$ cat config.mk
export PLATFORM = sky130hd
export DESIGN_NAME = bcd_to_binary_seq
export DESIGN_NICKNAME = d
export VERILOG_FILES = /design/src/rtl/bcd_to_binary_seq.sv
export SDC_FILE = /design/constraint.sdc
export NUM_CORES = 1
export LEC_CHECK = 0
export CAP_MARGIN = 25
export CORE_ASPECT_RATIO = 0.7
export CORE_MARGIN = 2
export CORE_UTILIZATION = 25
export DETAILED_ROUTE_END_ITERATION = 8
export MAX_ROUTING_LAYER = met4
export SKIP_CTS_REPAIR_TIMING = 1
export SYNTH_ARGS = -nofsm -noshare
export SYNTH_HDL_FRONTEND = slang
export SYNTH_SLANG_ARGS = --single-unit
$ cat constraint.sdc
create_clock -name clk -period 3.5 [get_ports clk]
set_input_delay 0.7 -clock clk [delete_from_list [all_inputs] [get_ports clk]]
set_output_delay 0.7 -clock clk [all_outputs]
set_load 0.01 [all_outputs]
$ cat src/rtl/bcd_to_binary_seq.sv
// bcd_to_binary_seq: sequential packed-BCD to binary converter (reverse double-dabble)
module bcd_to_binary_seq #(
  parameter int NDIGITS = 9,
  parameter int BIN_W = 30
) (
  input  logic                   clk,
  input  logic                   rst,
  input  logic                   start,
  input  logic [4*NDIGITS-1:0]   bcd_in,
  output logic                   busy,
  output logic                   done,
  output logic                   err,
  output logic [BIN_W-1:0]       bin_out
);
  localparam int BW = 4 * NDIGITS;
  localparam int CW = $clog2(BIN_W);
  typedef enum logic {IDLE, SHIFT} state_t;
  state_t state_q, state_d;
  logic [BW-1:0] bcd_sr_q, bcd_sr_d, bcd_sh, bcd_fix;
  logic [BIN_W-1:0] bin_sr_q, bin_sr_d, bin_sh, bin_out_q, bin_out_d;
  logic [CW-1:0] cnt_q, cnt_d;
  logic err_pend_q, err_pend_d, err_q, err_d, done_q, done_d, bad, last;
  assign {bcd_sh, bin_sh} = {1'b0, bcd_sr_q, bin_sr_q[BIN_W-1:1]};
  assign last = cnt_q == CW'(BIN_W - 1);
  // A shifted-in bit worth 8 in the lower digit should be worth 5: subtract 3
  always_comb begin
    bcd_fix = bcd_sh;
    bad = 1'b0;
    for (int i = 0; i < NDIGITS; i++) begin
      bcd_fix[4*i+:4] = bcd_sh[4*i+:4] >= 4'd8 ? bcd_sh[4*i+:4] - 4'd3 : bcd_sh[4*i+:4];
      bad = bad | (bcd_in[4*i+:4] > 4'd9);
    end
  end
  always_comb begin
    state_d = state_q;
    bcd_sr_d = bcd_sr_q;
    bin_sr_d = bin_sr_q;
    cnt_d = cnt_q;
    err_pend_d = err_pend_q;
    done_d = 1'b0;
    err_d = err_q;
    bin_out_d = bin_out_q;
    if (state_q == IDLE) begin
      if (start) begin
        state_d = SHIFT;
        bcd_sr_d = bcd_in;
        bin_sr_d = '0;
        cnt_d = '0;
        err_pend_d = bad;
      end
    end else begin
      bcd_sr_d = bcd_fix;
      bin_sr_d = bin_sh;
      cnt_d = cnt_q + 1'b1;
      if (last) begin
        state_d = IDLE;
        done_d = 1'b1;
        err_d = err_pend_q;
        bin_out_d = err_pend_q ? '0 : bin_sh;
      end
    end
  end
  always_ff @(posedge clk) begin
    if (rst) begin
      state_q <= IDLE;
      bcd_sr_q <= '0;
      bin_sr_q <= '0;
      cnt_q <= '0;
      err_pend_q <= 1'b0;
      done_q <= 1'b0;
      err_q <= 1'b0;
      bin_out_q <= '0;
    end else begin
      state_q <= state_d;
      bcd_sr_q <= bcd_sr_d;
      bin_sr_q <= bin_sr_d;
      cnt_q <= cnt_d;
      err_pend_q <= err_pend_d;
      done_q <= done_d;
      err_q <= err_d;
      bin_out_q <= bin_out_d;
    end
  end
  assign busy = state_q == SHIFT;
  assign done = done_q;
  assign err = err_q;
  assign bin_out = bin_out_q;
endmodule

# Word-level counts from Yosys, hierarchy flattened
# Cells that the tools add are included.
[classes]
bitwise_logic = 9
n_reduce_logical = 4
multipliers = 0
shifts = 0
eq_ne = 1
add_sub_neg = 10
magnitude_cmp = 18
mux = 20
div_mod_pow = 0
[ops]
columns = ["op", "n"]
rows = [
  ["two-way mux 30 bit", 3],
  ["two-way mux 36 bit", 2],
  ["greater-than comparator 4 bit (second input constant)", 9],
  ["two-way mux 4 bit", 9],
  ["greater-or-equal comparator 4 bit (second input constant)", 8],
  ["subtractor 4 x 2 -> 4 bit (second input constant)", 8],
  ["two-way mux 5 bit", 2],
  ["bitwise OR 1 bit", 8],
  ["adder 5 x 1 -> 5 bit (second input constant)", 1],
  ["equality test 5 bit (second input constant)", 1],
  ["greater-or-equal comparator 3 x 4 -> 1 bit (second input constant)", 1],
  ["two-way mux 1 bit", 4],
  ["AND reduction 2 bit", 2],
  ["subtractor 3 x 2 -> 4 bit (second input constant)", 1],
  ["nonzero test 2 bit", 1],
  ["OR reduction 2 bit", 1],
  ["inverter 1 bit", 1],
]
[totals]
latch_bits = 0
ramBits = 0
memories = 0
reg_bits = 105
mem_bits_ro = 0
output_inout_bits = 33
input_bits = 39

# Depth between registers and ports, before layout
# Gate-level depths: netlist of the first run.
[depth]
depth_word = 9
depth_mapped = 7
mapped_depth_nobuf = 6

# Least setup slack after synthesis of the first run
# Ideal clock, no wire load.
[synth_timing]
kind = "in2reg"
startpoint = "input port start"
endpoint = "register bcd_sr_q[21]"
path_slack_ps = 1895
arrival_time_ps = 1467
required_ps = 3362
path_stages = 6
path_buffers = 3
setup_ps = 138
path_cell_list = "buf_2 -> buf_2 -> buf_2 -> nor2_1 -> a211oi_1 -> a211oi_1"
[synth_via]
elab_chain_len = 1
[synth_rtl]
columns = ["element", "line", "source"]
rows = [
  ["start: declaration", "8", "input logic start,"],
  ["nonzero test 2 bit (no source line)", "-", ""],
  ["end signal: assignment", "75", "bcd_sr_q <= bcd_sr_d;"],
  ["end: declaration", "19", "logic [BW-1:0] bcd_sr_q, bcd_sr_d, bcd_sh, bcd_fix;"],
]
# Every way passes these cells.
# A chain may end at the register's enable or synchronous reset.

# Worst setup path in the final report of the first run
[layout_timing]
startpoint = "register state_q (netlist: busy)"
endpoint = "register bin_out_q[5] (netlist: bin_out[5])"
[layout_via]
elab_chain_len = 1
[layout_rtl]
columns = ["element", "line", "source"]
rows = [
  ["start: declaration", "18", "state_t state_q, state_d;"],
  ["start signal: assignment", "74", "state_q <= state_d;"],
  ["AND reduction 2 bit (no source line)", "-", ""],
  ["end signal: assignment", "81", "bin_out_q <= bin_out_d;"],
  ["end: declaration", "20", "logic [BIN_W-1:0] bin_sr_q, bin_sr_d, bin_sh, bin_out_q, bin_out_d;"],
]
# Every way passes these cells.

==> results of run 1 <==
registers in the layout, indices dropped and copies added (netlist names):
name / flops
bcd_sr_q: 36
bin_out: 30
bin_sr_q: 29
cnt_q: 5
busy: 1
done: 1
err: 1
err_pend_q: 1
metal layers:
layer	vias to the layer above	share of wire, %	track usage (%)
met3	15	3.5	3.248
met1	1710	53	15.31
met5	-	0	-
li1	1853	-	-
met4	0	1.9	3.987
met2	56	42	16.49
cell usage in the layout (no fill, tap or decap), types with 2 or more instances in the layout:
cell,netlist,routed
dfxtp_1,104,103
nand3_1,2,2
a21oi_1,43,43
nand2_1,8,8
clkdlybuf4s50_1,0,69
clkinv_2,0,2
o21ai_0,9,9
nor3b_1,30,30
ha_1,18,18
o21ai_1,2,2
a211oi_1,48,48
xnor2_1,17,17
inv_1,17,17
buf_4,1,5
nor3_1,2,2
a22o_1,31,31
nor2_1,58,58
nor2b_1,27,27
clkbuf_16,0,9
o22ai_1,8,8
nand4_1,2,2
clkbuf_8,0,2
mux2i_1,21,21
area by class of cell:
type / count / area, um^2
multi-input cells: 335 / 2310
fillers: 1825 / 12320
inverters: 17 / 63.81
flip-flops and latches: 104 / 2086
well taps: 236 / 295.3
clock buffers: 11 / 252.7
repair buffers: 76 / 760.7
clock inverters: 3 / 18.77
per-stage QoR:
stage                     instances  instance area [um^2]  worst slack [ns]  util, %  hold WS, ns
after CTS                       781                  5759             1.484    31.80       0.4762
after floorplan                 497                  4653             1.895        -       0.4406
final                           782                  5787             1.506    31.96       0.4731
after global placement          767                  5488             1.321    30.30       0.4622
after detailed placement        767                  5488             1.263    30.30       0.4598
after global routing            782                  5787             1.327    31.96       0.4849
worst min-delay path by stage:
stage	start	end	slack [ns]	cells after the start
after floorplan	bin_sr_q[1]$_SDFFE_PP0P_	bin_out[0]$_SDFFE_PP0P_	0.44	1
after global placement	bin_out[8]$_SDFFE_PP0P_	bin_out[8]$_SDFFE_PP0P_	0.46	1
after detailed placement	bin_out[7]$_SDFFE_PP0P_	bin_out[7]$_SDFFE_PP0P_	0.46	1
after CTS	bin_out[24]$_SDFFE_PP0P_	bin_out[24]$_SDFFE_PP0P_	0.48	1
after global routing	bin_out[6]$_SDFFE_PP0P_	bin_out[6]$_SDFFE_PP0P_	0.48	1
final	bin_out[7]$_SDFFE_PP0P_	bin_out[7]$_SDFFE_PP0P_	0.47	1
cells by family (layout without fill, tap and decap cells):
group	count (synthesis)	count (layout)
buffers and inverters	58	107
xor gates and xnor gates	17	17
DFF	104	104
adders and majority gates	18	18
and+or+nand+nor	134	134
muxes	21	21
AOI/OAI and AO/OA	145	145
power by group through the flow:
stage / Combinational [mW] / Clock [mW] / Sequential (mW)
2_1_floorplan: 0.197 / 0 / 1.28
3_3_place_gp: 0.268 / 0 / 1.29
3_5_place_dp: 0.277 / 0 / 1.29
4_1_cts: 0.279 / 0.977 / 1.26
5_1_grt: 0.312 / 1.01 / 1.27
6_report: 0.281 / 0.940 / 1.26
worst register-to-register path, stage by stage, from the launching register on:
cell,delay [ns]
dfxtp_4,0.37
buf_4,0.65
a31oi_4,0.53
a22o_1,0.33
==> results.sh, run 1 <==
export IMPL_antenna_found_initial=0
export IMPL_synthesis_area_mm2=0.004653
export IMPL_fin_nets=600
export IMPL_outcome="finished clean"
export IMPL_maxSlewHeadroom_pct=39.64
export IMPL_path_max_fanout=86
export IMPL_synth_xor_area_share_pct=3.200
export IMPL_portBuffers=71
export IMPL_cp_start_kind="flip-flop"
export IMPL_die_h_um=118.1
export IMPL_cp_startpoint="busy$_SDFF_PP0_"
export IMPL_arrival_ns=2.23
export IMPL_grt_usage_pct=11.44
export IMPL_wirelength_um=10850
export IMPL_crit_path_top_delay_cell="buf_4"
export IMPL_drv_slew=0
export IMPL_p_switching_mw=0.6197
export IMPL_yosys_warnings=0
export IMPL_rows=41
export IMPL_synth_simple_area_share_pct=15.60
export IMPL_dp_final_hpwl_um=7371
export IMPL_synthArstFlopShare_pct=0
export IMPL_grt_overflow_total=0
export IMPL_grt_start_max_net_pins=95
export IMPL_cp_depth=3
export IMPL_gp_congestion=0.7323
export IMPL_setup_viol=0
export IMPL_dieArea_mm2=0.01974
export IMPL_grt_setup_unrepaired="false"
export IMPL_cp_top_family="compound AO/OA/AOI/OAI gates"
export IMPL_drive_above_1_share_pct=4.762
export IMPL_clkTransAtPathRegs_ns=0.06
export IMPL_finalSetupTns_ns=0
export IMPL_htreeDepth=3
export IMPL_regToRegSetupSlack_ns=1.51
export IMPL_holdCritPathClass="flip-flop to flip-flop"
export IMPL_synth_top_area_cell="dfxtp_1"
export IMPL_maxCapViolations=0
export IMPL_cts_root_buf="clkbuf_16"
export IMPL_routedWlPerCell_um=13.87
export IMPL_clock_skew_ns=0.008487
export IMPL_slowest_delay_ns=0.65
export IMPL_synth_top_family_by_area="compound AO/OA/AOI/OAI gates"
export IMPL_boundaryPins=72
export IMPL_antennaDiodeCount=0
export IMPL_ys_types=32
export IMPL_hold_viol=0
export IMPL_vias_per_cell=4.647
export IMPL_clockBufferDepth=2
export IMPL_postSynthAreaPerCell_um2=9.363
export IMPL_crit_chain="buf_4 -> a31oi_4 -> a22o_1"
export IMPL_endpoint="bin_out[5]$_SDFFE_PP0P_"
export IMPL_synthMuxAreaShare_pct=4.517
export IMPL_clock_latency_ns=0.35
export IMPL_drtIter0Drc=207
export IMPL_powerDensity_mw_per_mm2=429.4
export IMPL_cts_tree="done"
export IMPL_critPathCaptureType="flip-flop"
export IMPL_synthMostInstantiatedCell="dfxtp_1"
export IMPL_ant_nets=0
export IMPL_p_clk_share_pct=37.8
export IMPL_die_w_um=167.1
export IMPL_synth_area_leaders="dfxtp_1 (45%), a211oi_1 (7.7%), a22o_1 (5.8%)"
export IMPL_period_needed_ns=1.994
export IMPL_synth_top_area_share_pct=44.74
export IMPL_drtPass1Iterations=4
export IMPL_synthAdderAreaFrac_pct=4.840
export IMPL_start_util_pct=25.70
export IMPL_swShare_pct=24.94
export IMPL_power_leakage_nw=2.029
export IMPL_syn_nets=554
export IMPL_cp_required_ns=3.74
export IMPL_ys_ff_latch=104
export IMPL_cellInternalPower_mw=1.865
export IMPL_grt_pass1_wl_um=17770
export IMPL_p_comb_share_pct=11.3
export IMPL_num_vias=3634
export IMPL_layout_worst_path_cycle_share_pct=56.96
export IMPL_path_class="flip-flop to flip-flop"
export IMPL_grt_pass1_vias=3510
export IMPL_worstRegToRegCells=3
export IMPL_area_delta_synth_final_pct=24.36
export IMPL_cts_made_buffers=9
export IMPL_fmax_mhz=501.6
export IMPL_drc=0
export IMPL_ys_top_cells_by_count="dfxtp_1 (104), nor2_1 (58), a211oi_1 (48), a21oi_1 (43), a22o_1 (31)"
export IMPL_yosysSeqAreaShare_pct=44.74
export IMPL_synth_compound_area_share_pct=21.30
export IMPL_finalPower_mw=2.485
export IMPL_synth_edf_count=0
export IMPL_max_slew_worst_pin_slew_ns=0.9054
export IMPL_crit_buf_inv=1
export IMPL_syn_instance_count=497
export IMPL_r2r_end="bin_out[5]$_SDFFE_PP0P_"
export IMPL_core_area_mm2=0.01811
export IMPL_cts_num_sinks=104
export IMPL_ir_worst_vdd_mv=0.2047
export IMPL_r2r_start="busy$_SDFF_PP0_"
export IMPL_pwr_share_seq_pct=50.9
export IMPL_synth_ff_type="dfxtp_1"
No activity file was read; power rests on OpenSTA's default activity.
==> run 2, diff against run 1 <==
==> constraint.sdc (replaced) <==
create_clock -name clk -period 1.95 [get_ports clk]
set_input_delay 0.39 -clock clk [delete_from_list [all_inputs] [get_ports clk]]
set_output_delay 0.39 -clock clk [all_outputs]
set_load 0.01 [all_outputs]
==> run 2 against run 1 <==
- clock-buffer cell count fell by 1
- largest cell class unchanged
- sequential share of layout area is 0.95 points lower
- critical path depth down 2
- largest power group unchanged
- combinational power up 84%
- critical path type is now flip-flop to primary output
- routed wire length decreased by 0.81%
- non-clock buffer count grew 12
- setup slack worse by 1.4 ns
- via count increased by 1.8%
==> results.sh, run 2 (synthesized netlist as in run 1, its figures left out) <==
export IMPL_drtPass1Iterations=4
export IMPL_largest_register_ffs=36
export IMPL_grt_pass1_vias=3565
export IMPL_cp_required_ns=1.56
export IMPL_grt_overflow_total=0
export IMPL_cts_tree="done"
export IMPL_maxCapViolations=0
export IMPL_ant_nets=0
export IMPL_largest_register="bcd_sr_q"
export IMPL_num_vias=3698
export IMPL_path_class="flip-flop to primary output"
export IMPL_die_h_um=118.1
export IMPL_drv_slew=0
export IMPL_finalSetupTns_ns=0
export IMPL_routedWlPerCell_um=13.52
export IMPL_path_max_fanout=20
export IMPL_power_leakage_nw=2.114
export IMPL_ir_worst_vdd_mv=0.3207
export IMPL_crit_path_top_delay_cell="clkdlybuf4s50_1"
export IMPL_final_common_cell="dfxtp_1"
export IMPL_crit_buf_inv=1
export IMPL_cts_made_buffers=9
export IMPL_hold_viol=0
export IMPL_drive_above_1_share_pct=6.964
export IMPL_postPlaceCellArea_mm2=0.005598
export IMPL_grt_usage_pct=11.35
export IMPL_htreeDepth=3
export IMPL_cp_start_kind="flip-flop"
export IMPL_gp_congestion=0.8272
export IMPL_boundaryPins=72
export IMPL_core_area_mm2=0.01811
export IMPL_area_delta_synth_final_pct=27.72
export IMPL_cp_top_family="buffers and inverters"
export IMPL_clockBufferDepth=2
export IMPL_dieArea_mm2=0.01974
export IMPL_cts_root_buf="clkbuf_16"
export IMPL_arrival_ns=1.43
export IMPL_wirelength_um=10760
export IMPL_antenna_found_initial=0
export IMPL_maxSlewHeadroom_pct=70.23
export IMPL_rows=41
export IMPL_setup_viol=0
export IMPL_antennaDiodeCount=0
export IMPL_drc=0
export IMPL_n_fill_cell=1830
export IMPL_final_area_mm2=0.005943
export IMPL_crit_chain="clkdlybuf4s50_1"
export IMPL_fin_hold_ws_ns=0.3643
export IMPL_start_util_pct=25.70
export IMPL_vias_per_cell=4.646
export IMPL_clock_latency_ns=0.35
export IMPL_drtIter0Drc=238
export IMPL_grt_setup_unrepaired="false"
export IMPL_max_slew_worst_pin_slew_ns=0.4466
export IMPL_powerDensity_mw_per_mm2=821.4
export IMPL_portBuffers=71
export IMPL_outcome="finished clean"
export IMPL_layout_worst_path_cycle_share_pct=93.39
export IMPL_critPathCaptureType="primary output"
export IMPL_clock_skew_ns=0.01058
export IMPL_grt_pass1_wl_um=17810
export IMPL_period_needed_ns=1.821
export IMPL_fmax_mhz=549.1
export IMPL_post_route_util_pct=32.82
export IMPL_clkTransAtPathRegs_ns=0.07
export IMPL_holdCritPathClass="input pin to flip-flop"
export IMPL_dp_final_hpwl_um=7554
export IMPL_fin_nets=612
export IMPL_cts_num_sinks=104
export IMPL_regToRegSetupSlack_ns=0.42
export IMPL_grt_start_max_net_pins=44
export IMPL_die_w_um=167.1
export IMPL_final_cell_mix="dfxtp_1 (103), clkdlybuf4s50_1 (69), nor2_1 (58), a211oi_1 (48), a21oi_1 (43)"
export IMPL_slowest_delay_ns=0.58
[run 2: where the power goes]
part	total [mW]	internal, mW	switching (mW)
logic	0.518	0.253	0.265
registers	2.27	2.19	0.0847
clock network	2.09	1.27	0.825
[run 2: metal layers]
layer	vias to the layer above	part of all wire [%]	global-route usage [%]
li1	1863	-	-
met1	1754	51	14.41
met2	73	44	17.23
met3	8	4.7	4.119
met4	0	0.63	2.694
met5	-	0	-
[run 2: final cells by class]
class | instances | area [um^2] | area share [%]
clock inverters | 6 | 116.4 | 1.958
flip-flops and latches | 104 | 2086 | 35.09
well taps | 236 | 295.3 | 4.968
clock buffers | 10 | 229.0 | 3.853
multi-input cells | 335 | 2310 | 38.86
inverters | 17 | 63.81 | 1.074
repair buffers | 88 | 843.3 | 14.19
[run 2: per-stage QoR]
step / total power, mW / std cells / setup slack [ns]
floorplan: 2.649 / 497 / 0.5964
detailed placement: 2.839 / 780 / 0.1844
global route: 5.100 / 796 / 0.05906
finish: 4.882 / 796 / 0.1288
global placement: 2.816 / 780 / 0.2200
CTS: 4.957 / 796 / 0.09571
[run 2: path summary, 6_finish.rpt]
check,cells past startpoint,startpoint,end
worst max register to register,6,cnt_q[0]$_SDFFE_PP0P_,bin_out[7]$_SDFFE_PP0P_
worst max-delay path,1,busy$_SDFF_PP0_,busy
worst min-delay path,2,rst,done$_SDFF_PP0_
worst min register to register,1,bin_out[11]$_SDFFE_PP0P_,bin_out[11]$_SDFFE_PP0P_
